--- config.mk ---
export PLATFORM = sky130hd
export DESIGN_NAME = ifmap_stream_loader_flat
export DESIGN_NICKNAME = d
export VERILOG_FILES = /design/src/rtl/bnn_pkg.sv /design/src/rtl/ifmap_stream_loader_if.sv /design/src/rtl/axis_beat_packer.sv /design/src/rtl/ifmap_stream_loader.sv /design/src/flat_wrapper.sv
export SDC_FILE = /design/constraint.sdc
export NUM_CORES = 2
export LEC_CHECK = 0
export BUFFER_PORTS_ARGS = -buffer_cell sky130_fd_sc_hd__buf_2
export CAP_MARGIN = 20
export CORE_AREA = 2 2 537 539
export DETAILED_ROUTE_END_ITERATION = 12
export DIE_AREA = 0 0 539 541
export PLACE_DENSITY_LB_ADDON = 0.1
export SYNTH_ARGS = -nofsm -noshare
export SYNTH_HDL_FRONTEND = slang
export SYNTH_SLANG_ARGS = --single-unit
--- constraint.sdc ---
create_clock -name clk -period 3.09 [get_ports clk]
set_input_delay 0.1545 -clock clk [delete_from_list [all_inputs] [get_ports clk]]
set_output_delay 0.1545 -clock clk [all_outputs]
set_load 0.005 [all_outputs]
--- src/rtl/bnn_pkg.sv ---
// ---------------------------------------------------------------------------
// bnn_pkg
// Definitions shared by the BNN accelerator blocks:
//   INST_COMPUTE / INST_LOADIFMAPS : instruction codes seen on axi_control_0
//   load_state_e                   : ifmap loader FSM states
//   calc_beats()                   : stream beats needed to fill one BRAM word
//   cnt_width()                    : counter width for a 0..n-1 range (min 1)
// ---------------------------------------------------------------------------
package bnn_pkg;

  localparam logic [31:0] INST_COMPUTE    = 32'd87;
  localparam logic [31:0] INST_LOADIFMAPS = 32'd88;

  typedef enum logic [1:0] {
    LD_IDLE,
    LD_RECV,
    LD_WRITE,
    LD_DONE
  } load_state_e;

  function automatic int calc_beats(input int word_w, input int beat_w);
    return word_w / beat_w;
  endfunction

  function automatic int cnt_width(input int n);
    return (n > 1) ? $clog2(n) : 1;
  endfunction

endpackage

--- src/rtl/ifmap_stream_loader_if.sv ---
// ---------------------------------------------------------------------------
// ifmap_stream_loader_if
// Bundles the AXI-Stream slave beat channel and BRAM port A write channel of
// the ifmap loader.
//   s_axis_tdata/tvalid/tlast : stream beat, driven by the stream source
//   s_axis_tready             : beat accepted, driven by the loader
//   bram_address/din/en/we    : BRAM port A write, driven by the loader
// Modports: slave = the loader, master = the stream source / environment.
// ---------------------------------------------------------------------------
interface ifmap_stream_loader_if #(
  parameter int TDATA_W = 32,
  parameter int DATA_W  = 1280,
  parameter int ADDR_W  = 12
);

  logic [TDATA_W-1:0] s_axis_tdata;
  logic               s_axis_tvalid;
  logic               s_axis_tready;
  logic               s_axis_tlast;

  logic [ADDR_W-1:0]  bram_address;
  logic [DATA_W-1:0]  bram_din;
  logic               bram_en;
  logic               bram_we;

  modport slave (
    input  s_axis_tdata, s_axis_tvalid, s_axis_tlast,
    output s_axis_tready,
    output bram_address, bram_din, bram_en, bram_we
  );

  modport master (
    output s_axis_tdata, s_axis_tvalid, s_axis_tlast,
    input  s_axis_tready,
    input  bram_address, bram_din, bram_en, bram_we
  );

endinterface

--- src/rtl/axis_beat_packer.sv ---
// ---------------------------------------------------------------------------
// axis_beat_packer
// Packs narrow stream beats into one wide word, beat 0 in the LSBs.
//   clk, rst_n : clock, asynchronous active-low reset
//   clear_i    : zero the word and restart at slot 0 (wins over load_i)
//   load_i     : store data_i into the current slot and advance
//   data_i     : beat data
//   word_o     : packed word; unfilled slots read as zero
//   full_o     : current slot is the last one (next load completes the word)
// ---------------------------------------------------------------------------
module axis_beat_packer
  import bnn_pkg::*;
#(
  parameter int TDATA_W = 32,
  parameter int DATA_W  = 1280
) (
  input  logic               clk,
  input  logic               rst_n,
  input  logic               clear_i,
  input  logic               load_i,
  input  logic [TDATA_W-1:0] data_i,
  output logic [DATA_W-1:0]  word_o,
  output logic               full_o
);

  localparam int BEATS = calc_beats(DATA_W, TDATA_W);
  localparam int CNT_W = cnt_width(BEATS);

  logic [CNT_W-1:0]  beat_cnt_q, beat_cnt_d;
  logic [DATA_W-1:0] word_q, word_d;

  assign full_o = (beat_cnt_q == CNT_W'(BEATS - 1));
  assign word_o = word_q;

  always_comb begin
    // NOTE: every always_comb output gets a default first so no path leaves
    // it unassigned -- that is what keeps latches from being inferred.
    beat_cnt_d = beat_cnt_q;
    word_d     = word_q;
    if (clear_i) begin
      beat_cnt_d = '0;
      word_d     = '0;
    end else if (load_i) begin
      word_d[int'(beat_cnt_q)*TDATA_W +: TDATA_W] = data_i;
      beat_cnt_d = full_o ? '0 : beat_cnt_q + 1'b1;
    end
  end

  // NOTE: the packing word is ordinary flops, not a RAM, so it takes the
  // async reset; a reset mid-load therefore discards any partial word.
  always_ff @(posedge clk or negedge rst_n) begin
    if (!rst_n) begin
      beat_cnt_q <= '0;
      word_q     <= '0;
    end else begin
      beat_cnt_q <= beat_cnt_d;
      word_q     <= word_d;
    end
  end

endmodule

--- src/rtl/ifmap_stream_loader.sv ---
// ---------------------------------------------------------------------------
// ifmap_stream_loader
// AXI-Stream ingress stage: on an INST_LOADIFMAPS instruction it packs
// 32-bit beats into BRAM-width words and writes them one per write cycle on
// BRAM port A, then reports done / tlast-mismatch error.
//   clk, rst_n     : clock, asynchronous active-low reset
//   axi_control_0  : instruction word; a rising match to 88 starts a load
//   load_base_addr : first BRAM address to write
//   load_length    : number of BRAM words to load (0 = no writes)
//   bus            : stream slave + BRAM port A (ifmap_stream_loader_if.slave)
//   load_busy      : high whenever the FSM is not idle
//   load_done      : one-cycle completion pulse
//   load_error     : sticky tlast-mismatch flag, cleared on the next start
// All bus/status outputs are decoded from registers only.
// ---------------------------------------------------------------------------
module ifmap_stream_loader
  import bnn_pkg::*;
#(
  parameter int C_S_AXIS_TDATA_WIDTH = 32,
  parameter int BRAM_DATA_WIDTH      = 1280,
  parameter int BRAM_ADDRESS_WIDTH   = 12
) (
  input  logic                        clk,
  input  logic                        rst_n,
  input  logic [31:0]                 axi_control_0,
  input  logic [BRAM_ADDRESS_WIDTH-1:0] load_base_addr,
  input  logic [BRAM_ADDRESS_WIDTH:0]   load_length,
  ifmap_stream_loader_if.slave        bus,
  output logic                        load_busy,
  output logic                        load_done,
  output logic                        load_error
);

  localparam int AW = BRAM_ADDRESS_WIDTH;

  load_state_e state_q, state_d;

  logic          inst_match;
  logic          inst_prev_q;
  logic          start;
  logic [AW-1:0] base_q;
  logic [AW:0]   len_q;
  logic [AW:0]   word_cnt_q;
  logic          error_q;
  logic          term_q;     // early tlast seen: this write is the last one

  logic                       hs;
  logic                       last_word;
  logic                       early_last;
  logic                       missing_last;
  logic                       pack_full;
  logic                       pack_clear;
  logic [BRAM_DATA_WIDTH-1:0] pack_word;

  // Start only on the cycle the instruction first appears, so a held
  // instruction word does not retrigger the load.
  assign inst_match = (axi_control_0 == INST_LOADIFMAPS);
  assign start      = inst_match && !inst_prev_q;

  assign hs           = (state_q == LD_RECV) && bus.s_axis_tvalid;
  assign last_word    = (word_cnt_q == len_q - (AW+1)'(1));
  assign early_last   = hs && bus.s_axis_tlast && !(pack_full && last_word);
  assign missing_last = hs && !bus.s_axis_tlast && pack_full && last_word;

  // Cleared on start and in every write cycle, so each word begins all-zero
  // and an early-terminated word carries zeros in its unfilled slots.
  assign pack_clear = ((state_q == LD_IDLE) && start) || (state_q == LD_WRITE);

  axis_beat_packer #(
    .TDATA_W (C_S_AXIS_TDATA_WIDTH),
    .DATA_W  (BRAM_DATA_WIDTH)
  ) u_packer (
    .clk     (clk),
    .rst_n   (rst_n),
    .clear_i (pack_clear),
    .load_i  (hs),
    .data_i  (bus.s_axis_tdata),
    .word_o  (pack_word),
    .full_o  (pack_full)
  );

  // ---- FSM: state register ------------------------------------------------
  // NOTE: sequential blocks use non-blocking (<=) so every flop samples the
  // pre-edge values regardless of statement or process order.
  always_ff @(posedge clk or negedge rst_n) begin
    if (!rst_n) state_q <= LD_IDLE;
    else        state_q <= state_d;
  end

  // ---- FSM: next state ----------------------------------------------------
  always_comb begin
    state_d = state_q;
    unique case (state_q)
      LD_IDLE:  if (start) state_d = (load_length == '0) ? LD_DONE : LD_RECV;
      LD_RECV:  if (hs && (pack_full || bus.s_axis_tlast)) state_d = LD_WRITE;
      LD_WRITE: state_d = (last_word || term_q) ? LD_DONE : LD_RECV;
      LD_DONE:  state_d = LD_IDLE;
      default:  state_d = LD_IDLE;
    endcase
  end

  // ---- FSM: outputs (registered state only) -------------------------------
  always_comb begin
    bus.s_axis_tready = (state_q == LD_RECV);
    bus.bram_en       = (state_q == LD_WRITE);
    bus.bram_we       = (state_q == LD_WRITE);
    bus.bram_address  = '0;
    bus.bram_din      = '0;
    if (state_q == LD_WRITE) begin
      bus.bram_address = base_q + word_cnt_q[AW-1:0];  // wraps mod 2^AW
      bus.bram_din     = pack_word;
    end
    load_busy = (state_q != LD_IDLE);
    load_done = (state_q == LD_DONE);
  end

  assign load_error = error_q;

  // ---- Load context and status --------------------------------------------
  always_ff @(posedge clk or negedge rst_n) begin
    if (!rst_n) begin
      inst_prev_q <= 1'b0;
      base_q      <= '0;
      len_q       <= '0;
      word_cnt_q  <= '0;
      error_q     <= 1'b0;
      term_q      <= 1'b0;
    end else begin
      inst_prev_q <= inst_match;
      if ((state_q == LD_IDLE) && start) begin
        base_q     <= load_base_addr;
        len_q      <= load_length;
        word_cnt_q <= '0;
        error_q    <= 1'b0;
        term_q     <= 1'b0;
      end
      if (early_last || missing_last) error_q <= 1'b1;
      if (early_last)                 term_q  <= 1'b1;
      if ((state_q == LD_WRITE) && !(last_word || term_q))
        word_cnt_q <= word_cnt_q + 1'b1;
    end
  end

endmodule

--- src/flat_wrapper.sv ---
// flat-port wrapper written by rule: the top's interface ports become plain ports
module ifmap_stream_loader_flat import bnn_pkg::*;
#(
  parameter int C_S_AXIS_TDATA_WIDTH = 32,
  parameter int BRAM_DATA_WIDTH      = 1280,
  parameter int BRAM_ADDRESS_WIDTH   = 12
)
  (clk, rst_n, axi_control_0, load_base_addr, load_length, load_busy, load_done, load_error, bus_s_axis_tdata, bus_s_axis_tvalid, bus_s_axis_tlast, bus_s_axis_tready, bus_bram_address, bus_bram_din, bus_bram_en, bus_bram_we);
  ifmap_stream_loader_if #(.TDATA_W((32)), .DATA_W((1280)), .ADDR_W((12))) bus_i ();
  input  logic clk;
  input  logic rst_n;
  input  logic [31:0] axi_control_0;
  input  logic [BRAM_ADDRESS_WIDTH-1:0] load_base_addr;
  input  logic [BRAM_ADDRESS_WIDTH:0] load_length;
  output logic load_busy;
  output logic load_done;
  output logic load_error;
  input wire logic [$bits(bus_i.s_axis_tdata)-1:0] bus_s_axis_tdata;
  input wire logic [$bits(bus_i.s_axis_tvalid)-1:0] bus_s_axis_tvalid;
  input wire logic [$bits(bus_i.s_axis_tlast)-1:0] bus_s_axis_tlast;
  output wire logic [$bits(bus_i.s_axis_tready)-1:0] bus_s_axis_tready;
  output wire logic [$bits(bus_i.bram_address)-1:0] bus_bram_address;
  output wire logic [$bits(bus_i.bram_din)-1:0] bus_bram_din;
  output wire logic [$bits(bus_i.bram_en)-1:0] bus_bram_en;
  output wire logic [$bits(bus_i.bram_we)-1:0] bus_bram_we;
  assign bus_i.s_axis_tdata = bus_s_axis_tdata;
  assign bus_i.s_axis_tvalid = bus_s_axis_tvalid;
  assign bus_i.s_axis_tlast = bus_s_axis_tlast;
  assign bus_s_axis_tready = bus_i.s_axis_tready;
  assign bus_bram_address = bus_i.bram_address;
  assign bus_bram_din = bus_i.bram_din;
  assign bus_bram_en = bus_i.bram_en;
  assign bus_bram_we = bus_i.bram_we;
  ifmap_stream_loader #(.C_S_AXIS_TDATA_WIDTH(C_S_AXIS_TDATA_WIDTH), .BRAM_DATA_WIDTH(BRAM_DATA_WIDTH), .BRAM_ADDRESS_WIDTH(BRAM_ADDRESS_WIDTH)) u_core (.clk(clk), .rst_n(rst_n), .axi_control_0(axi_control_0), .load_base_addr(load_base_addr), .load_length(load_length), .bus(bus_i), .load_busy(load_busy), .load_done(load_done), .load_error(load_error));
endmodule
* Yosys cells after proc, flatten, opt, wreduce, memory -nomap -nowiden
Index checks and enable logic that the tools add are counted.
** Word-level totals
- Flip-flop bits (word level) :: 1329
- Output and inout port bits :: 1298
- Logic and storage cells :: 69
** Cells by class
- $add $sub $neg :: 5
- Equality and inequality tests :: 8
- Shift operators :: 2
- Muxes and demuxes :: 18
- Reductions and logical operators :: 27
** Operator list (count)
- 1280-bit two-way mux :: 3
- 1280-bit bitwise mux :: 1
- 32-bit by 33-bit variable shift with 1280-bit output, first input constant :: 1
- 32-bit by 33-bit variable part select with 1280-bit output :: 1
- 11-bit negation with 33-bit output :: 1
- 32-bit by 7-bit equality test with 1-bit output, second input constant :: 1
- 13-bit two-way mux :: 2
- 6-bit two-way mux :: 3
- 13-bit by 1-bit adder with 13-bit output, second input constant :: 1
- 13-bit equality test :: 1
- 13-bit logical NOT :: 1
- 13-bit by 1-bit subtractor with 13-bit output, second input constant :: 1
- 12-bit adder :: 1
- 12-bit two-way mux :: 1
- 1-bit logical AND :: 11
- 2-bit nonzero test :: 5
- 2-bit two-way mux :: 4
- 2-bit one-hot mux with 4 select lines :: 1
- 6-bit by 1-bit adder with 6-bit output, second input constant :: 1
- 6-bit equality test, second input constant :: 1
- 2-bit equality test, second input constant :: 2
- 1-bit logical NOT :: 4
- 1-bit logical OR :: 4
- 2-bit by 1-bit inequality test with 1-bit output, second input constant :: 2
- other kinds (4) :: 6

* Depth between registers and ports, before layout
- Word-level depth :: 7
- Mapped depth :: 13
- Gate-level depth less buffers :: 9

* Modules after synthesis
A second synthesis with hierarchy kept.
** Unflattened totals
- Cell total of the unflattened synthesis :: 5213
- Area total of the unflattened synthesis :: 59953.8 um^2
** Modules (own cells, without submodules)
- axis_beat_packer :: instances 1, cells each 3457, area each 48410.2 um^2, sequential area each 32180.9 um^2
- ifmap_stream_loader :: instances 1, cells each 1756, area each 11543.6 um^2, sequential area each 1076.0 um^2

* Least setup slack after synthesis
No wires, ideal clock.
- Path kind :: reg-to-reg
- Start point :: register u_core.u_packer.beat_cnt_q[0]
- End point :: register u_core.u_packer.word_q[462], in the netlist u_core.u_packer.word_o[462]
- Setup time :: 0.132 ns
- Arrival :: 2.735 ns
- Slack :: 0.223 ns
- Stages on the path, launching flop included :: 14
- Path buffers :: 4
- Path through :: dfrtp_1 -> clkbuf_1 -> inv_1 -> ha_1 -> nor3b_1 -> xnor2_1 -> and3_1 -> buf_2 -> nand2_1 -> or4_1 -> buf_2 -> buf_1 -> nand3_1 -> o21ai_0
** On the way
- Longest elaborated chain between the ends :: 5
- Elaborated cells between the ends (all ways) :: 6
- Those cells by class :: add/sub (1); shift (2); mux (3)
** Ends and longest elaborated chain
- from (decl) :: line axis_beat_packer.sv:29 : logic [CNT_W-1:0] beat_cnt_q, beat_cnt_d;
- from (signal assigned) :: line axis_beat_packer.sv:56 : beat_cnt_q <= beat_cnt_d;
- 11-bit negation with 33-bit output * :: line axis_beat_packer.sv:44 : word_d[int'(beat_cnt_q)*TDATA_W +: TDATA_W] = data_i;
- 32-bit by 33-bit variable part select with 1280-bit output or 32-bit by 33-bit variable shift with 1280-bit output (tied branches) :: line axis_beat_packer.sv:44
- 1280-bit bitwise mux * :: line axis_beat_packer.sv:44
- 1280-bit two-way mux * :: line axis_beat_packer.sv:43 : end else if (load_i) begin
- 1280-bit two-way mux * :: line axis_beat_packer.sv:40 : if (clear_i) begin
- to (signal assigned) :: line axis_beat_packer.sv:57 : word_q <= word_d;
- to (decl) :: line axis_beat_packer.sv:30 : logic [DATA_W-1:0] word_q, word_d;
Mark *: on every way between the ends. The rest lies on a longest branch, timed or not. The select of a mux whose other input is x is not followed.
A chain may end at the register's enable or synchronous reset.

* Worst setup path in the final report
- Start point :: register u_core.base_q[1]
- End point :: output port bus_bram_address[8]
** On the way
- Longest elaborated chain between the ends :: 2
** Ends and longest elaborated chain
- from (decl) :: line ifmap_stream_loader.sv:41 : logic [AW-1:0] base_q;
- from (signal assigned) :: line ifmap_stream_loader.sv:131 : base_q <= load_base_addr;
- 12-bit adder :: line ifmap_stream_loader.sv:110 : bus.bram_address = base_q + word_cnt_q[AW-1:0];
- 12-bit two-way mux :: line ifmap_stream_loader.sv:109 : if (state_q == LD_WRITE) begin
- to (decl) :: line flat_wrapper.sv:22 : output wire logic [$bits(bus_i.bram_address)-1:0] bus_bram_address;
Every way passes these cells.

==> impl_metrics.py <==
metrics = {
    "outcome": {
        "outcome": "complete, but fails checks",
        "violations": "setup timing",
    },
    "global_routing": {
        "track_usage": 0.230,
        "grt_pass1_wl_mm": 472,
        "grt-ovfl-total": 0,
        "grt_antenna_before_repair": 30,
        "grt_pass1_vias": 53500,
        "grt_max_degree": 174,
    },
    "power": {
        "p_int_mw": 33.8,
        "leakage_nw": 40.8,
        "pwr-share-comb": 0.301,
        "p_sw_frac": 0.389,
        "p_per_area_mw_per_mm2": 682,
        "p_seq_frac": 0.326,
        "power.switching_mw": 21.5,
        "ir_drop_uv": 687,
        "p_clk_frac": 0.373,
    },
    "sta": {
        "finalSetupViolCount": 5,
        "fmax_mhz": 303,
        "rsz0062_at_grt": "true",
        "fin_ws_ns": -0.205,
        "fin_crit_sh": 1.07,
        "tns_ns": -0.750,
        "final_max_slew_viol_count": 0,
        "fin_skew_ns": 0.0452,
        "relSlewSlack": 0.190,
        "worst_pin_slew_ns": 1.21,
        "min_period_ns": 3.30,
        "hold_viol": 0,
    },
    "worst_setup_path": {
        "criticalPathCategory": "reg -> out",
        "cp.arrival_ns": 3.14,
        "end_kind": "primary output",
        "crit_fanout": 3,
        "crit_path_start_kind": "register",
        "required_ns": 2.94,
    },
    "place": {
        "dpl.hpwl_mm": 248,
        "place_inst": 10800,
        "place.gp.congestion": 0.821,
        "io_buffer_count": 1390,
    },
    "floorplanning": {
        "num_io_pins": 1391,
        "num_rows": 197,
        "design.core.area_mm2": 0.286,
        "die_w_um": 539,
        "die_height_um": 541,
        "start_util": 0.209,
        "dieArea_mm2": 0.292,
    },
    "synthesis": {
        "syn_inst": 5769,
        "synth_edf_count": 0,
        "synth_ff_type": "dfrtp_1",
        "ys_async_sr_fraction": 1.00,
        "synth_nets": 5879,
        "syn_area_mm2": 0.0598,
        "ys_ff_latch": 1329,
        "ys_top_cells_by_area": "dfrtp_1 56%, and2_1 13%, a22o_1 7.4%",
        "synth_area_leader_cell": "dfrtp_1",
        "yosysWarningCount": 0,
        "yosys.area.top_type_share": 0.556,
        "synth.distinct_cells": 76,
        "ys_seq_area_frac": 0.556,
        "synth.avg_cell_area_um2": 10.4,
    },
    "cts": {
        "cts_buffer_depth": 4,
        "cts.htree.levels": 4,
        "root_buffer": "clkbuf_16",
        "cts_tree": "built",
        "cts_buffers": 171,
        "clk_pin_slew_ns": 0.06,
        "clock-sinks": 1329,
        "worstSkewPairLatency_ns": 0.87,
    },
    "finish": {
        "fillers": 30500,
        "syn2layout_area_growth_pct": 35.6,
        "finalNonFillerCells": 11200,
        "drive_gt1_frac": 0.303,
        "nNetsFinal": 7357,
        "final_common_cell": "buf_2",
        "layout_common_cells": "1,389 x buf_2, 1,327 x dfrtp_1, 1,249 x and2_1",
    },
    "route": {
        "avgViaCountPerCell": 4.67,
        "wire_per_inst_um": 31.0,
        "wl_mm": 346,
        "drc_errors": 0,
        "vias": 52100,
        "drt_iter0_drc": 3865,
        "antenna_left": 0,
        "dr.pass1.iters": 5,
    },
    "min_path": {
        "hold_path_class": "in -> reg",
    },
    "job": {
        "drv_cap": 0,
    },
}
[per-layer routing]
| metal | up-vias | global-route usage | routed length [µm] |
|---|---|---|---|
| met3 | 374 | 0.0660 | 27300 |
| met1 | 26900 | 0.296 | 147000 |
| met5 | - | 0 | 24 |
| met2 | 1851 | 0.369 | 159000 |
| met4 | 6 | 0.0768 | 12500 |
| li1 | 23000 | - | - |
[what timing repair did]
action / CTS / global route
hold endpoints to repair: 1279 / 1
endpoints found under the setup margin: 422 / 393
gates resized for setup: 62 / 23
pin swaps: 16 / 7
gates cloned: 6 / 1
hold buffers: 61 / 1
setup buffers: 14 / 7
[flip-flops by register name, summed over array words and instances, names as in the netlist]
name	cells
u_core.term_q	1
u_core.len_q	13
u_core.load_error	1
u_core.u_packer.beat_cnt_q	6
u_core.word_cnt_q	13
u_core.base_q	12
u_core.state_q	2
u_core.inst_prev_q	1
u_core.u_packer.word_o	1280
[layout make-up]
| type | instances | area (µm²) | area share |
|---|---|---|---|
| Antenna cell | 17 | 42.5 | 0.000525 |
| Clock buffer | 242 | 5000 | 0.0617 |
| Clock inverter | 58 | 653 | 0.00806 |
| Inverter | 19 | 78.8 | 0.000972 |
| Multi-Input combinational cell | 3877 | 25000 | 0.308 |
| Sequential cell | 1329 | 33300 | 0.410 |
| Tap cell | 3781 | 4730 | 0.0584 |
| Timing Repair Buffer | 1849 | 12300 | 0.152 |
[Yosys cell counts, drive strengths merged (39+ instances only)]
| master | instances |
|---|---|
| o21ai | 291 |
| o2bb2ai | 267 |
| a22o | 504 |
| nand2 | 448 |
| nor2 | 168 |
| a32o | 45 |
| dfrtp | 1329 |
| nor2b | 39 |
| nand3 | 404 |
| buf | 59 |
| clkbuf | 484 |
| and2 | 1289 |
| a21oi | 104 |
| nor3 | 48 |
[power by group through the flow]
stage          combinational (mW)  sequential, mW  clock (mW)
2_1_floorplan                6.51            18.2           0
3_3_place_gp                 16.2            18.3           0
3_5_place_dp                 16.2            18.3           0
4_1_cts                      16.9            18.0        21.2
5_1_grt                      17.7            18.0        21.9
6_report                     16.6            18.0        20.6
[worst max-delay path: stages, from the launching register on]
cell and delay, ns:
dfrtp_1 0.42, buf_4 0.16, fa_2 0.35, a21o_1 0.19, a21oi_2 0.16, o21bai_2 0.08
a2111o_1 0.41, buf_4 0.16, nand3_1 0.06, nor3b_2 0.16, buf_2 0.14
[metrics by stage]
step	power [mW]	worst slack [ns]	area (µm²)	hold slack (ns)	util
2_1_floorplan	24.7	0.223	59800	-0.141	-
3_3_place_gp	34.6	0.0652	74100	0.159	0.259
3_5_place_dp	34.5	0.101	74100	0.160	0.259
4_1_cts	56.2	-0.326	80900	0.00575	0.283
5_1_grt	57.6	-0.355	81000	0.0228	0.283
6_report	55.3	-0.205	81100	0.0400	0.283
[path summary, 6_finish.rpt]
kind,start,end,slack [ns],cells after the start
min in group asynchronous,rst_n,u_core.u_packer.word_o[60],0.17,3
worst min register to register,u_core.u_packer.word_o[594],u_core.u_packer.word_o[594],0.48,1
worst max register to register,u_core.u_packer.beat_cnt_q[1],u_core.u_packer.word_o[993],0.20,12
max in group asynchronous,rst_n,u_core.u_packer.word_o[550],2.11,3
worst min-delay path,bus_s_axis_tdata[13],u_core.u_packer.word_o[685],0.04,4
worst max-delay path,u_core.base_q[1],bus_bram_address[8],-0.21,10
[logic make-up (layout without fill, tap and decap cells)]
group,Yosys count,in the layout,synth area share
simple gates,2512,2512,0.229
xor+xnor,32,32,0.00469
mux,29,29,0.00540
buf+inv,563,2168,0.0369
fa+ha+maj,17,17,0.00368
compound gates,1287,1287,0.164
flops,1329,1329,0.556
other cells,0,17,0
Note: power is estimated with default switching activity, not from simulation.
